**config.mk**
```make
export PLATFORM = sky130hd
export DESIGN_NAME = tx_channel_arbiter_flat
export DESIGN_NICKNAME = d
export VERILOG_FILES = /design/src/rtl/tx_channel_arbiter_pkg.sv /design/src/rtl/tx_channel_arbiter_if.sv /design/src/rtl/tx_channel_arbiter_rr_select.sv /design/src/rtl/tx_channel_arbiter.sv /design/src/flat_wrapper.sv
export SDC_FILE = /design/constraint.sdc
export NUM_CORES = 1
export LEC_CHECK = 0
export BUFFER_PORTS_ARGS = -buffer_cell sky130_fd_sc_hd__clkbuf_2
export CORE_MARGIN = 2
export CORE_UTILIZATION = 38
export CTS_CLUSTER_SIZE = 10
export DETAILED_ROUTE_END_ITERATION = 16
export GPL_TIMING_DRIVEN = 0
export HOLD_SLACK_MARGIN = 0.15
export PLACE_DENSITY = 0.73
export SLEW_MARGIN = 20
export SYNTH_ARGS = -nofsm -noshare
export SYNTH_HDL_FRONTEND = slang
export SYNTH_HIERARCHICAL = 1
export SYNTH_SLANG_ARGS = --single-unit
```
**constraint.sdc**
```tcl
create_clock -name usb_clk -period 2.26 [get_ports usb_clk]
set_clock_uncertainty 0.2 [all_clocks]
set_input_delay 0.339 -clock usb_clk [delete_from_list [all_inputs] [get_ports usb_clk]]
set_output_delay 0.339 -clock usb_clk [all_outputs]
set_load 0.03 [all_outputs]
```
**src/rtl/tx_channel_arbiter_pkg.sv**
```systemverilog
// Shared definitions for the USB gateway TX path: state encodings, default sizes, header magic.
package gateway_pkg;

    localparam int DEF_PACKET_SIZE = 1024;
    localparam int DEF_DATA_W      = 32;

    localparam logic [7:0] HDR_MAGIC = 8'hA5;

    localparam logic [4:0] ST_IDLE   = 5'b00001;
    localparam logic [4:0] ST_GRANT  = 5'b00010;
    localparam logic [4:0] ST_HEADER = 5'b00100;
    localparam logic [4:0] ST_BURST  = 5'b01000;
    localparam logic [4:0] ST_DRAIN  = 5'b10000;

    typedef enum logic [4:0] {
        IDLE   = ST_IDLE,
        GRANT  = ST_GRANT,
        HEADER = ST_HEADER,
        BURST  = ST_BURST,
        DRAIN  = ST_DRAIN
    } state_t;

endpackage

```
**src/rtl/tx_channel_arbiter_if.sv**
```systemverilog
// Source-FIFO read side and TX-FIFO write side of the channel arbiter.
interface tx_channel_arbiter_if #(
    parameter int N_CHAN = 4,
    parameter int DATA_W = 32
);
    logic [N_CHAN-1:0]        src_ready;
    logic [N_CHAN*DATA_W-1:0] src_data;
    logic [N_CHAN-1:0]        src_read;
    logic                     tx_fifo_full;
    logic [DATA_W-1:0]        tx_fifo_data;
    logic                     tx_fifo_write;

    modport master (
        input  src_ready, src_data, tx_fifo_full,
        output src_read, tx_fifo_data, tx_fifo_write
    );

    modport slave (
        output src_ready, src_data, tx_fifo_full,
        input  src_read, tx_fifo_data, tx_fifo_write
    );
endinterface

```
**src/rtl/tx_channel_arbiter_rr_select.sv**
```systemverilog
// Combinational round-robin picker: first asserted request at or after ptr, wrapping.
module rr_select #(
    parameter  int N  = 4,
    localparam int IW = (N > 1) ? $clog2(N) : 1
) (
    input  logic [N-1:0]  req,
    input  logic [IW-1:0] ptr,
    output logic          valid,
    output logic [IW-1:0] index
);
    int            j;
    logic [IW-1:0] cand;

    always_comb begin
        valid = 1'b0;
        index = '0;
        j     = 0;
        cand  = '0;
        for (int i = 0; i < N; i++) begin
            j = int'(ptr) + i;
            if (j >= N) j = j - N;
            cand = IW'(j);
            if (!valid && req[cand]) begin
                valid = 1'b1;
                index = cand;
            end
        end
    end
endmodule

```
**src/rtl/tx_channel_arbiter.sv**
```systemverilog
// Round-robin packet arbiter from N_CHAN source FIFOs into one TX FIFO.
// Define TX_ARB_HEADER_EN to prefix every packet with a one-word channel header.
module tx_channel_arbiter
    import gateway_pkg::*;
#(
    parameter  int N_CHAN      = 4,
    parameter  int PACKET_SIZE = DEF_PACKET_SIZE,
    parameter  int DATA_W      = DEF_DATA_W,
    localparam int CW          = $clog2(N_CHAN),
    localparam int CTR_W       = $clog2(PACKET_SIZE) + 1
) (
    input  logic                 usb_clk,
    input  logic                 rst,
    tx_channel_arbiter_if.master bus,
    output logic [CW-1:0]        cur_chan,
    output logic                 busy
);
    state_t             state, state_nxt;
    logic [CTR_W-1:0]   word_ctr;
    logic [CW-1:0]      rr_ptr;
    logic [CW-1:0]      winner;
    logic               win_vld;
    logic               rd_en;
    logic               hdr_wr;
    logic [N_CHAN-1:0]  src_read_c;
    logic               vld_p0;
    logic               vld_p1;
    logic [DATA_W-1:0]  data_p1;

    rr_select #(.N(N_CHAN)) u_rr_select (
        .req   (bus.src_ready),
        .ptr   (rr_ptr),
        .valid (win_vld),
        .index (winner)
    );

    always_comb begin
        state_nxt = state;
        rd_en     = 1'b0;
        hdr_wr    = 1'b0;
        case (state)
            IDLE:  if (|bus.src_ready) state_nxt = GRANT;
`ifdef TX_ARB_HEADER_EN
            GRANT: state_nxt = win_vld ? HEADER : IDLE;
            HEADER: begin
                if (!bus.tx_fifo_full) begin
                    hdr_wr    = 1'b1;
                    state_nxt = BURST;
                end
            end
`else
            GRANT: state_nxt = win_vld ? BURST : IDLE;
`endif
            BURST: begin
                if (word_ctr == CTR_W'(PACKET_SIZE)) state_nxt = DRAIN;
                else if (!bus.tx_fifo_full)           rd_en     = 1'b1;
            end
            DRAIN:   state_nxt = IDLE;
            default: state_nxt = IDLE;
        endcase
    end

    always_comb begin
        src_read_c           = '0;
        src_read_c[cur_chan] = rd_en;
    end

    assign bus.src_read      = src_read_c;
    assign bus.tx_fifo_write = vld_p1;
    assign bus.tx_fifo_data  = data_p1;
    assign busy              = (state != IDLE);

    always_ff @(posedge usb_clk or posedge rst) begin
        if (rst) begin
            state    <= IDLE;
            word_ctr <= '0;
            rr_ptr   <= '0;
            cur_chan <= '0;
        end else begin
            state <= state_nxt;
            if (state == GRANT) begin
                cur_chan <= winner;
                word_ctr <= '0;
            end else if (rd_en) begin
                word_ctr <= word_ctr + 1'b1;
            end
            if (state == DRAIN)
                rr_ptr <= (cur_chan == CW'(N_CHAN - 1)) ? '0 : cur_chan + 1'b1;
        end
    end

    // p0: read issued last cycle, source data now valid
    // p1: registered write toward the TX FIFO
    always_ff @(posedge usb_clk or posedge rst) begin
        if (rst) begin
            vld_p0  <= 1'b0;
            vld_p1  <= 1'b0;
            data_p1 <= '0;
        end else begin
            vld_p0 <= rd_en;
            vld_p1 <= vld_p0 | hdr_wr;
            if (hdr_wr)
                data_p1 <= DATA_W'({HDR_MAGIC, 8'(cur_chan), 16'(PACKET_SIZE)});
            else if (vld_p0)
                data_p1 <= bus.src_data[cur_chan*DATA_W +: DATA_W];
        end
    end

endmodule

```
**src/flat_wrapper.sv**
```systemverilog
// flat-port wrapper written by rule: the top's interface ports become plain ports
module tx_channel_arbiter_flat import gateway_pkg::*;
#(
    parameter  int N_CHAN      = 4,
    parameter  int PACKET_SIZE = DEF_PACKET_SIZE,
    parameter  int DATA_W      = DEF_DATA_W,
    localparam int CW          = $clog2(N_CHAN),
    localparam int CTR_W       = $clog2(PACKET_SIZE) + 1
)
  (usb_clk, rst, cur_chan, busy, bus_src_ready, bus_src_data, bus_tx_fifo_full, bus_src_read, bus_tx_fifo_data, bus_tx_fifo_write);
  tx_channel_arbiter_if #(.N_CHAN(N_CHAN), .DATA_W(DATA_W)) bus_i ();
  input  logic usb_clk;
  input  logic rst;
  output logic [CW-1:0] cur_chan;
  output logic busy;
  input wire logic [$bits(bus_i.src_ready)-1:0] bus_src_ready;
  input wire logic [$bits(bus_i.src_data)-1:0] bus_src_data;
  input wire logic [$bits(bus_i.tx_fifo_full)-1:0] bus_tx_fifo_full;
  output wire logic [$bits(bus_i.src_read)-1:0] bus_src_read;
  output wire logic [$bits(bus_i.tx_fifo_data)-1:0] bus_tx_fifo_data;
  output wire logic [$bits(bus_i.tx_fifo_write)-1:0] bus_tx_fifo_write;
  assign bus_i.src_ready = bus_src_ready;
  assign bus_i.src_data = bus_src_data;
  assign bus_i.tx_fifo_full = bus_tx_fifo_full;
  assign bus_src_read = bus_i.src_read;
  assign bus_tx_fifo_data = bus_i.tx_fifo_data;
  assign bus_tx_fifo_write = bus_i.tx_fifo_write;
  tx_channel_arbiter #(.N_CHAN(N_CHAN), .PACKET_SIZE(PACKET_SIZE), .DATA_W(DATA_W)) u_core (.usb_clk(usb_clk), .rst(rst), .bus(bus_i), .cur_chan(cur_chan), .busy(busy));
endmodule
```
# Word-level counts from Yosys, hierarchy flattened
# Index checks and enable logic that the tools add are counted.
classes:
  n_addsub: 9
  magnitude_cmp: 10
  n_eq_ne: 9
  shifts: 1
  muxes: 32
  bitwise: 1
  reduce_logical: 10
ops:
  columns: ["operator", "count"]
  rows:
  - ["$shiftx 128x8->32", 1]
  - ["$mux 11", 2]
  - ["$mux 2", 9]
  - ["$lt 2x3->1 const B", 5]
  - ["$pmux 5 s3", 1]
  - ["$mux 1", 12]
  - ["$add 11x1->11 const B", 1]
  - ["$eq 11x11->1 const B", 1]
  - ["$mux 5", 2]
  - ["$ge 3x3->1 const B", 3]
  - ["$bmux 1 s2", 4]
  - ["$sub 2x1->2 const B", 4]
  - ["$add 2x2->3 const B", 2]
  - ["$eq 5x1->1 const B", 1]
  - ["$eq 5x2->1 const B", 1]
  - ["$eq 5x4->1 const B", 1]
  - ["$eq 5x5->1 const B", 1]
  - ["$ne 5x1->1 const B", 1]
  - ["$and 4x4->4", 1]
  - ["$logic_and 1x1->1", 4]
  - ["$mux 4", 1]
  - ["$ne 2x1->1 const B", 2]
  - ["$reduce_or 4->1", 1]
  - ["$add 2x1->3 const B", 1]
  - ["8 further kinds", 10]
word_totals:
  reg_bits: 54
  out_inout_bits: 40
  word_cells: 79

# Longest topological paths before layout
# Gate-level depths: netlist of the first run.
depth:
  depth_word: 16
  depth_mapped: 8
  mapped_depth_nobuf: 6

# By module
# The synthesis of the first run kept the hierarchy.
by_module_without_submodules:
  columns: ["module", "instances", "cells_per_inst", "area_per_inst_um2"]
  rows:
  - ["tx_channel_arbiter", 1, 215, 3090.5]
  - ["rr_select", 1, 15, 77.6]

# Worst setup path after synthesis of the first run
# Ideal clock, no wire load.
synth_path:
  path_type: "reg-to-output"
  startpoint: "reg u_core.state[4]"
  endpoint: "out bus_src_read[0]"
  arrival_time_ns: 1.888
  slack_ns: -0.167
  stages_incl_launch_ff: 6
  cell_sequence: "dfrtp_1 > or4b_4 > a311oi_4 > buf_6 > buf_6 > and2_1"
synth_between:
  elab_chain_cells: 3
synth_lines:
  columns: ["element", "line", "text"]
  rows:
  - ["start: declaration", "tx_channel_arbiter.sv:18", "state_t state, state_nxt;"]
  - ["start signal: assignment", "tx_channel_arbiter.sv:80", "state <= state_nxt;"]
  - ["$eq 5x4->1", "tx_channel_arbiter.sv:41", "case (state)"]
  - ["$mux 1", "tx_channel_arbiter.sv:41", null]
  - ["via u_core.rd_en", "tx_channel_arbiter.sv:23", "logic rd_en;"]
  - ["$and 4x4->4 (no line)", null, null]
  - ["end: declaration", "flat_wrapper.sv:19", "output wire logic [$bits(bus_i.src_read)-1:0] bus_src_read;"]
# The timed path passes the listed nets, and every way through them passes these cells.

# Worst setup path in the final report of the first run
layout_path:
  startpoint: "reg u_core.state[0]"
  endpoint: "out bus_src_read[2]"
layout_between:
  elab_chain_cells: 3
layout_lines:
  columns: ["element", "line"]
  rows:
  - ["$eq 5x4->1", "tx_channel_arbiter.sv:41"]
  - ["$mux 1", "tx_channel_arbiter.sv:41"]
  - ["$and 4x4->4 (no line)", null]
# Every way passes these cells.

==> summary.md, run 1 <==
| Metric | Value |
|---|---|
| Distinct cells, synth | `40` |
| Max Used Layer | `met4` |
| Vias in the first global route | `2569` |
| Vias | `2692` |
| Setup violators final | `5` |
| Mean area per synthesized cell | `around 14 µm²` |
| Cell Area, Placed | `about 4200 µm²` |
| Inserted Diodes | `0` |
| Crit path largest cell delay | `560 ps` |
| Die width | `around 95 µm` |
| DR iter-0 viols | `63` |
| Area leader, netlist | `dfrtp_1` |
| Final period util | `109.1%` |
| # DRC | `0` |
| Post-Syn Nets | `371` |
| Core area | `8134 µm²` |
| Setup slack after layout | `-204.6 ps` |
| IO Pins | `175` |
| Pwr Density | `1041 nW/µm²` |
| Routed WL per cell | `16.20 µm` |
| I/O Buffers | `roughly 170` |
| CTS tree | `yes` |
| Row count | `33` |
| Fin crit period | `~2500 ps` |
| Clock root cell | `clkbuf_8` |
| Final GP Congestion | `0.7351` |
| Number of synthesized flops with an enable pin | `0` |
| RSZ-0062 raised after global routing | `yes` |
| Clock sink total | `53` |
| CP required | `~1700 ps` |
| Synthesized area | `3168 µm²` |
| Worst Setup Start Kind | `register` |
| Dpl hpwl | `6813 µm` |
| Status | `finished, violations left` |
| Tightest Pin Transition | `666.0 ps` |
| Max Slew Vio Count | `0` |
| Die H | `95.31 µm` |
| Area Growth Syn to Fin | `39.85%` |
| GRT Residual Overflow | `0` |
| Fin nets | `560` |
| Gr usage total | `17.80%` |
| CP max stage cell | `or4b_4` |
| Share of cells above drive strength 1 | `between 60% and 70%` |
| CP arrival | `1930 ps` |
| IR drop worst, VDD | `~0.44 mV` |
| Hold slack | `179.2 ps` |
| Later-pin clock latency in the skew report | `290 ps` |
| Number of H-tree levels | `2` |
| Kind of critical path | `register to output port` |
| Clock-pin slew on the worst setup and hold paths | `90 ps` |
| Worst Hold Class | `register to register` |
| Max-Cap Viols | `0` |
| Post-synth top cells | `dfrtp_1 (52), mux2_2 (35), mux4_2 (32)` |
| Largest net degree at the start of global routing | `29` |
| Violated checks | `setup timing` |
| Area contributors post-synth | `dfrtp_1 (41%), mux4_2 (23%), mux2_2 (12%)` |
| Critical-path cell list | `or4b_4 -> a311oi_4 -> buf_6 -> and2_4 -> buf_8` |
| Yosys reg bits | `53` |
| Met1 WL | `3335 µm` |
| Antenna Nets Post-Route | `0` |
| Relative slew slack | `55.48%` |
| Final hold violation count | `0` |
| Design area | `between 4000 and 5000 µm²` |
| Crit end category | `output port` |
| Fraction of registers with async set/reset | `100.0%` |
| Initial Util | `38.95%` |
| First-pass GRT wire length | `~13000 µm` |
| Met3 WL post-DR | `603 µm` |
| Antenna violations before repair | `0` |
| Static leakage | `2.177 nW` |
| DR WL met2 | `4437 µm` |
| Cells after Synth | `between 200 and 250` |
| Num CTS Buffers | `5` |
| Share of the synthesized area in the top cell type | `41.07%` |
| Cell with the most instances after synthesis | `dfrtp_1` |
| Synth Warn # | `6` |
| Maximum fanout along the worst path | `6` |
| DR vias/cell | `between 5 and 6` |
| Main synth FF type | `dfrtp_1` |
| Clk buf depth | `2` |
| Fmax | `405.8 MHz` |
| Sequential area share after synthesis | `between 40% and 50%` |
| Post-Route WL | `~8500 µm` |
| DR pass1 iterations | `4` |
| Die ar. | `about 9100 µm²` |
## layout by cell type (no fill, tap or decap), types with 2 or more instances in the layout
| master | count |
|---|---|
| nand2_1 | 10 |
| clkbuf_1 | 4 |
| buf_4 | 9 |
| o21ai_0 | 3 |
| dfrtp_1 | 52 |
| nand4_1 | 3 |
| clkbuf_2 | 173 |
| a221o_1 | 5 |
| a21oi_1 | 5 |
| inv_2 | 2 |
| and3_1 | 6 |
| inv_1 | 8 |
| mux2i_1 | 4 |
| nor2_1 | 11 |
| and2_4 | 4 |
| clkbuf_4 | 2 |
| or4b_2 | 2 |
| mux2_2 | 35 |
| ha_1 | 6 |
| clkbuf_8 | 7 |
| mux4_2 | 32 |
| buf_8 | 4 |
| nand3_1 | 5 |
| xor2_1 | 3 |
## report_power, final
| group | internal, mW | switching [mW] | total, mW |
|---|---|---|---|
| clock | 0.243 | 0.295 | 0.538 |
| sequential | 1.30 | 0.213 | 1.51 |
| combinational | 1.16 | 1.39 | 2.56 |
| total | 2.71 | 1.90 | 4.61 |
## metrics by stage
step                power (mW)  instances  util (%)  setup WS [ps]  TNS (ps)
finish                   4.612        524     54.47         -204.6    -869.4
global route             4.902        524     54.47         -286.9     -1276
CTS                      4.633        523     54.08         -399.5     -1664
detailed placement       4.023        510     51.73         -280.2     -1352
global placement         3.950        509     51.48         -259.8    -11710
floorplan                3.299        230         -          10.79         0
## worst max-delay path, delay by kind of cell, from the launching register on
kind	cells	cell delay [ps]
AOI/OAI and AO/OA	1	260
buffers and inverters	2	290
DFF	1	390
and+or+nand+nor	2	700
## metal layers
layer | vias to the layer above | track usage [%]
met5 | - | 0
met4 | 0 | 5.314
met3 | 6 | 3.083
met2 | 103 | 31.28
met1 | 1324 | 22.38
li1 | 1259 | -
## sequential cells by signal (all words and copies together), names as in the netlist
name and flops:
u_core/cur_chan 2, u_core/word_ctr 11, u_core/bus.tx_fifo_write 1, u_core/bus.tx_fifo_data 32, u_core/state 4, u_core/rr_ptr 2, u_core/vld_p0 1
## area by class of cell
type	count	area (µm²)
Fill cell	752	3704
Multi-Input combinational cell	152	1762
Sequential cell	53	1328
Timing Repair Buffer	183	1002
Tap cell	105	131.4
Clock buffer	6	82.58
Buffer	14	80.08
Inverter	10	37.54
Clock inverter	1	7.507
## what timing repair did
item	in CTS	in global routing
endpoints found under the setup margin	27	28
hold buffers	1	0
hold endpoints to repair	24	0
buffers inserted	5	2
resized for setup	15	13
pin swaps	5	3
## worst paths after layout
path	end	startpoint	slack [ps]	cells after the start
setup / recovery	bus_src_read[2]	u_core/state[0]	-200	5
hold / removal	u_core/bus.tx_fifo_write	u_core/vld_p0	180	0
setup reg to reg	u_core/word_ctr[4]	u_core/word_ctr[4]	110	7
hold reg to reg	u_core/bus.tx_fifo_write	u_core/vld_p0	180	0
max in group asynchronous	u_core/bus.tx_fifo_data[29]	rst	860	4
min in group asynchronous	u_core/word_ctr[5]	rst	450	3
## cell families (layout without fill, tap and decap cells)
family,after synthesis,count (layout),synth area share [%]
multiplexers,71,71,36.45
flip-flops,53,53,41.90
XOR/XNOR,4,4,1.106
AND/OR/NAND/NOR,52,52,9.677
adder cells (fa/ha/maj),6,6,2.370
buffers and inverters,25,214,3.554
AO/OA/AOI/OAI,19,19,4.937
(Power assumes the default switching activity.)
==> run 2, diff against run 1 <==
--- a/config.mk
+++ b/config.mk
@@ -7,2 +7,3 @@
 export LEC_CHECK = 0
+export ABC_AREA = 1
 export BUFFER_PORTS_ARGS = -buffer_cell sky130_fd_sc_hd__clkbuf_2
@@ -14,3 +15,3 @@
 export HOLD_SLACK_MARGIN = 0.15
-export PLACE_DENSITY = 0.73
+export PLACE_DENSITY = 0.7
 export SLEW_MARGIN = 20
--- a/constraint.sdc
+++ b/constraint.sdc
@@ -4,2 +4,2 @@
 set_output_delay 0.339 -clock usb_clk [all_outputs]
-set_load 0.03 [all_outputs]
+set_load 0.01 [all_outputs]
==> run 2 against run 1 <==
  * The flow now finishes without violations
  * Flip-flop and latch count unchanged
  * Fmax increased by 14%
  * Routed wire length increased by 51%
  * Count of clock-buffer cells in the layout decreased by 1
  * Clock power increased by 2%
  * Final cell count increased by 73%
  * Non-clock buffer count increased by 62
==> summary.md, run 2 <==
| Metric | Value |
|---|---|
| Worst setup path endpoint | `bus_src_read[2]` |
| Max Used Layer | `met4` |
| DR iter-0 viols | `271` |
| Vias | `between 4000 and 5000` |
| IO Pins | `175` |
| Die width | `102.0 µm` |
| Setup violators final | `0` |
| Static leakage | `between 2 and 3 nW` |
| Clock share of power | `23.9%` |
| CTS tree | `yes` |
| Die H | `102.0 µm` |
| Share of the synthesized area in the top cell type | `~36%` |
| Max FFs per register | `32` |
| Pint | `1.567 mW` |
| DR WL met2 | `6341 µm` |
| Max Slew Vio Count | `0` |
| Antenna Nets Post-Route | `0` |
| R2R cell count | `5` |
| Kind of critical path | `register to output port` |
| Cell Area, Placed | `4683 µm²` |
| Main synth FF type | `dfrtp_1` |
| Comb pwr share | `27.2%` |
| CP arrival | `1630 ps` |
| Number of H-tree levels | `2` |
| Clock-pin slew on the worst setup and hold paths | `110 ps` |
| Largest net degree at the start of global routing | `54` |
| Final hold violation count | `0` |
| Fin crit period | `2168 ps` |
| Vias in the first global route | `roughly 4400` |
| Met1 WL | `5289 µm` |
| Routed WL per cell | `14.15 µm` |
| Post-synth top cells | `nor2_1 (185), nand2_1 (69), dfrtp_1 (52)` |
| Crit path from | `u_core/word_ctr[0]` |
| Clock sink total | `53` |
| FF-to-FF End | `u_core/bus.tx_fifo_data[28]` |
| Sequential area share after synthesis | `between 30% and 40%` |
| Fraction of registers with async set/reset | `100.0%` |
| Distinct cells, synth | `30` |
| Synth Warn # | `6` |
| Number of synthesized flops with an enable pin | `0` |
| GRT Residual Overflow | `0` |
| Sw Ratio | `31.54%` |
| Max-Cap Viols | `0` |
| Clk buf depth | `2` |
| Antenna violations before repair | `0` |
| Tightest Pin Transition | `around 660 ps` |
| Dpl hpwl | `9249 µm` |
| Reg2reg setup slack | `approximately 470 ps` |
| Pwr Density | `about 420 nW/µm²` |
| Most common cell after layout, fill and taps aside | `nor2_1` |
| Post-Syn Nets | `682` |
| DP Worst Slack | `132.6 ps` |
| Worst Hold Class | `primary input to register` |
| Num CTS Buffers | `5` |
| Post-Route WL | `about 13000 µm` |
| Design area | `5386 µm²` |
| PnR Total Power | `roughly 2.3 mW` |
| Die ar. | `10400 µm²` |
| Gr usage total | `23.94%` |
| Area Growth Syn to Fin | `47.63%` |
| Switching power | `a little over 0.7 mW` |
| Synthesized area | `3648 µm²` |
| Commonest cells after routing, fill and taps aside | `nor2_1 (181), clkbuf_2 (173), nand2_1 (67)` |
| Maximum fanout along the worst path | `6` |
| Fin nets | `916` |
| Core area | `9284 µm²` |
| Yosys reg bits | `53` |
| FF-to-FF Start | `u_core/cur_chan[1]` |
| # DRC | `0` |
| Mean area per synthesized cell | `approximately 6.7 µm²` |
| Final std cells w/o fill | `905` |
| Later-pin clock latency in the skew report | `310 ps` |
| Share of cells above drive strength 1 | `32.22%` |
| DR vias/cell | `5.001` |
| Initial Util | `39.30%` |
| RSZ-0062 raised after global routing | `yes` |
| Setup slack after layout | `about 90 ps` |
| Fmax | `461.3 MHz` |
| Met3 WL post-DR | `869 µm` |
| Relative slew slack | `56.30%` |
| Filler instances | `approximately 880` |
| CP required | `1720 ps` |
| IR drop worst, VDD | `between 0.2 and 0.25 mV` |
| Worst Setup Start Kind | `register` |
| Row count | `35` |
| First-pass GRT wire length | `19930 µm` |
| Clock root cell | `clkbuf_8` |
| Area leader, netlist | `dfrtp_1` |
| Inserted Diodes | `0` |
| Cells after Synth | `~540` |
| Part of the power in registers | `48.8%` |
| Final GP Congestion | `a little under 1` |
| Status | `finished, final reports clean` |
| Crit end category | `output port` |
| Cell with the most instances after synthesis | `nor2_1` |
| Area contributors post-synth | `dfrtp_1 (36%), nor2_1 (19%), nand2_1 (7.1%)` |
| Final period util | `95.91%` |
| I/O Buffers | `174` |
| Placed Cells | `around 840` |
| DR pass1 iterations | `5` |
## run 2: changes by cell type in the layout (fill, tap and decap cells not counted), moves of 7 or more
cell | before | now
nor2_1 | 11 | 181
nand2_1 | 10 | 67
dlygate4sd3_1 | 1 | 47
o21ai_1 | 0 | 35
mux2_2 | 35 | 1
mux4_2 | 32 | 0
a31oi_1 | 1 | 32
o21ai_0 | 3 | 32
inv_1 | 8 | 30
nand3_1 | 5 | 21
nand2_2 | 0 | 15
buf_6 | 1 | 9
nor2_4 | 0 | 7
## run 2: worst min path at each step
stage,cells past startpoint,slack (ps),startpoint,endpoint
6_report,3,160,bus_src_data[124],u_core/bus.tx_fifo_data[28]
5_1_grt,3,160,bus_src_data[124],u_core/bus.tx_fifo_data[28]
4_1_cts,3,150,bus_src_data[119],u_core/bus.tx_fifo_data[23]
3_5_place_dp,0,170,u_core/vld_p0,u_core/bus.tx_fifo_write
3_3_place_gp,0,190,u_core/vld_p0,u_core/bus.tx_fifo_write
2_1_floorplan,0,150,u_core/vld_p0,u_core/bus.tx_fifo_write
## run 2: cell families after synthesis
family,Yosys count,synth area share [%]
mux,1,0.3086
flops,53,36.39
compound gates,104,15.81
buf+inv,67,8.744
xor+xnor,4,0.9604
fa+ha+maj,6,2.058
simple gates,306,35.73
## run 2: routing by layer
layer,global-route usage (%),up-vias
met1,28.74,2076
met2,43.62,214
met3,3.352,28
li1,-,2208
met4,8.615,0
met5,0,-
## run 2: area by class of cell
type	count	area (µm²)	area share, %
clock buffers	5	68.82	1.278
well taps	129	161.4	2.997
inverters	35	141.4	2.625
flip-flops and latches	53	1329	24.67
repair buffers	229	1426	26.48
clock inverters	3	22.52	0.4181
multi-input cells	421	2044	37.96
plain buffers	30	192.7	3.577
## run 2: timing repair
item	in CTS	in global routing
resized for setup	10	17
hold endpoints to repair	84	0
hold buffers	47	0
setup buffers	3	5
setup endpoints to repair	4	4
## run 2: critical path, cell delays in order, from the launching register on
cell,delay [ps]
dfrtp_1,360
inv_1,60
ha_1,190
nand2_1,50
inv_1,40
nand2_2,50
inv_1,50
nand2_2,80
nand3_4,70
buf_12,150
nor2_4,90
buf_6,110
## run 2: power groups by stage
| stage | sequential, mW | combinational, mW | clock (mW) |
|---|---|---|---|
| global route | 1.13 | 0.692 | 0.614 |
| global placement | 1.13 | 0.503 | 0 |
| floorplan | 1.15 | 0.255 | 0 |
| detailed placement | 1.14 | 0.516 | 0 |
| finish | 1.12 | 0.623 | 0.548 |
| CTS | 1.12 | 0.603 | 0.567 |
## run 2: stage by stage
stage	hold slack, ps	TNS, ps	utilization, %
5_1_grt	163.2	-170.9	58.02
3_3_place_gp	186.5	-12690	50.42
4_1_cts	150.6	0	56.95
3_5_place_dp	172.3	0	50.44
2_1_floorplan	148.7	0	-
6_report	157.2	0	58.02
==> run 3, diff against run 2 <==
Settings changed: ABC_AREA 1 to not set, PLACE_DENSITY 0.7 to 0.73, SYNTH_HIERARCHICAL 1 to not set.
==> run 3 against run 2 <==
  * The flow now finishes with violations (setup timing)
  * Power up 87%
  * Critical path type unchanged
  * Highest routed layer unchanged
  * Core utilization down 3.3 points
  * Combinational power rose to 3.7 times the previous value
==> summary.md, run 3 <==
| Metric | Value |
|---|---|
| Max Slew Vio Count | `0` |
| Final std cells w/o fill | `~540` |
| Critical-path cell list | `or4b_4 -> nor2_4 -> and3_4 -> buf_8` |
| Synth Warn # | `0` |
| Cells after Synth | `236` |
| Antenna violations before repair | `0` |
| Gr usage total | `about 19%` |
| Die ar. | `around 9000 µm²` |
| Sequential area share after synthesis | `42.10%` |
| Clock root cell | `clkbuf_8` |
| Pwr Density | `963.2 nW/µm²` |
| Relative slew slack | `about 56%` |
| Distinct cells, synth | `42` |
| Post-Route WL | `8760 µm` |
| IO Pins | `between 150 and 200` |
| CP max stage cell | `or4b_4` |
| Kind of critical path | `register to output port` |
| Fin crit period | `2269 ps` |
| GRT Residual Overflow | `0` |
| Num CTS Buffers | `5` |
| Final GP Congestion | `a little over 0.8` |
| Placed Cells | `515` |
| Max FFs per register | `32` |
| First-pass GRT wire length | `13430 µm` |
| Die H | `95.09 µm` |
| CP required | `1720 ps` |
| Number of synthesized flops with an enable pin | `0` |
| Crit path largest cell delay | `560 ps` |
| Inserted Diodes | `0` |
| Maximum fanout along the worst path | `5` |
| Area leader, netlist | `dfrtp_1` |
| Fraction of registers with async set/reset | `100.0%` |
| Tightest Pin Transition | `around 650 ps` |
| Fin nets | `570` |
| Dpl hpwl | `6738 µm` |
| Most common cell after layout, fill and taps aside | `clkbuf_2` |
| CP Buf/Inv Count | `1` |
| Final period util | `100.4%` |
| Worst Hold Class | `register to register` |
| Number of H-tree levels | `2` |
| Commonest cells after routing, fill and taps aside | `clkbuf_2 (171), dfrtp_1 (51), mux2_2 (34)` |
| Simple-gate share of the synthesized area | `11.15%` |
| # DRC | `0` |
| Post-synthesis compound-gate area fraction | `between 4 and 5%` |
| Row count | `33` |
| DR vias/cell | `5.310` |
| Post-synth top cells | `dfrtp_1 (52), mux2_2 (34), mux4_2 (32)` |
| DP Worst Slack | `-264.4 ps` |
| Filler instances | `716` |
| Reg2reg setup slack | `70 ps` |
| Worst setup path endpoint | `bus_src_read[1]` |
| DR pass1 iterations | `4` |
| Vias | `2841` |
| Area Growth Syn to Fin | `41.23%` |
| Mean area per synthesized cell | `approximately 13 µm²` |
| Post-Syn Nets | `377` |
| Vias in the first global route | `~2800` |
| Hold slack | `179.2 ps` |
| Die width | `95.09 µm` |
| Crit path from | `u_core.state[4]` |
| Yosys reg bits | `53` |
| Status | `finished, violations left` |
| Clock-pin slew on the worst setup and hold paths | `90 ps` |
| Share of cells above drive strength 1 | `66.28%` |
| Later-pin clock latency in the skew report | `roughly 300 ps` |
| Clock sink total | `53` |
| FF-to-FF Start | `u_core.state[4]` |
| Routed WL per cell | `16.37 µm` |
| Main synth FF type | `dfrtp_1` |
| Area contributors post-synth | `dfrtp_1 (41%), mux4_2 (23%), mux2_2 (12%)` |
| Final hold violation count | `0` |
| Cell with the most instances after synthesis | `dfrtp_1` |
| Post-Synth Adder-Cell Area | `under 10%` |
| Post-synthesis xor/xnor area fraction | `under 10%` |
| Largest delay contributor family on the critical path | `simple AND/OR/NAND/NOR gates` |
| Initial Util | `between 30 and 40%` |
| Violated checks | `setup timing` |
| Share of the synthesized area in the top cell type | `~41%` |
| DR iter-0 viols | `76` |
| Fmax | `440.8 MHz` |
| R2R cell count | `5` |
| Worst Setup Start Kind | `register` |
| Max-Cap Viols | `0` |
| Static leakage | `2.137 nW` |
| FF-to-FF End | `u_core.word_ctr[10]` |
| Setup violators final | `1` |
| Antenna Nets Post-Route | `0` |
| Crit end category | `output port` |
| Cell count along the critical path | `4` |
| IR drop worst, VDD | `around 0.42 mV` |
| Largest net degree at the start of global routing | `54` |
| RSZ-0062 raised after global routing | `yes` |
| Mux share of post-synthesis cell area | `35.32%` |
| CP arrival | `1730 ps` |
| I/O Buffers | `roughly 170` |
| CTS tree | `yes` |
| Setup slack after layout | `-8.693 ps` |
| Synthesized area | `3153 µm²` |
| Clk buf depth | `2` |
| Core area | `8134 µm²` |
| Dominant combinational cell family by area after synthesis | `multiplexers` |
[run 3: cells by family (layout without fill, tap and decap cells)]
family | count (synthesis) | after routing
AO/OA/AOI/OAI | 19 | 19
XOR/XNOR | 4 | 4
flip-flops | 53 | 53
adder cells (fa/ha/maj) | 6 | 6
AND/OR/NAND/NOR | 60 | 60
multiplexers | 67 | 67
buffers and inverters | 27 | 221
[run 3: timing repair]
item                       4_1_cts  5_1_grt
buffers inserted                 9        3
hold buffers                     3        0
setup endpoints to repair       35       24
resized for setup               21       15
hold endpoints to repair        53        0
pin swaps                        6        5
[run 3: report_power, final]
| part | switching [mW] | total [mW] | internal [mW] |
|---|---|---|---|
| Combinational | 1.05 | 2.30 | 1.25 |
| Sequential | 0.175 | 1.46 | 1.29 |
| Clock | 0.308 | 0.524 | 0.216 |
| Total | 1.54 | 4.29 | 2.75 |
[run 3: worst min path at each step]
stage	slack, ps	start	cells after the start	endpoint
2_1_floorplan	150	u_core.vld_p0	0	u_core.bus.tx_fifo_write
3_3_place_gp	160	u_core.vld_p0	0	u_core.bus.tx_fifo_write
3_5_place_dp	160	u_core.vld_p0	0	u_core.bus.tx_fifo_write
4_1_cts	170	bus_src_ready[3]	3	u_core.cur_chan[1]
5_1_grt	190	u_core.vld_p0	0	u_core.bus.tx_fifo_write
6_report	180	u_core.vld_p0	0	u_core.bus.tx_fifo_write
[run 3: layout make-up]
class                           instances  area (µm²)  share of cell area, %
Inverter                                9       36.28                 0.8148
Clock inverter                          2       10.01                 0.2248
Buffer                                 15       92.59                  2.079
Multi-Input combinational cell        156        1768                  39.70
Sequential cell                        53        1329                  29.84
Tap cell                              105       131.4                  2.950
Clock buffer                            6       72.57                  1.630
Timing Repair Buffer                  189        1013                  22.76
[run 3: stage by stage]
step                      area (µm²)  utilization, %  total power, mW  setup TNS [ps]
after floorplan                 3153               -            2.901               0
after global placement          4155           51.08            3.569          -19610
after detailed placement        4158           51.12            3.646           -7476
after CTS                       4403           54.13            4.280          -537.2
after global routing            4453           54.75            4.596          -166.1
final                           4453           54.75            4.289          -8.693
[run 3: layer usage]
metal | GRT usage (%) | share of wire [%] | wire [µm] | up-vias
li1 | - | - | - | 1292
met1 | 21.72 | 38 | 3313 | 1403
met2 | 37.50 | 54 | 4695 | 133
met3 | 3.478 | 7.2 | 630 | 13
met4 | 4.952 | 1.4 | 121 | 0
met5 | 0 | 0 | 0 | -
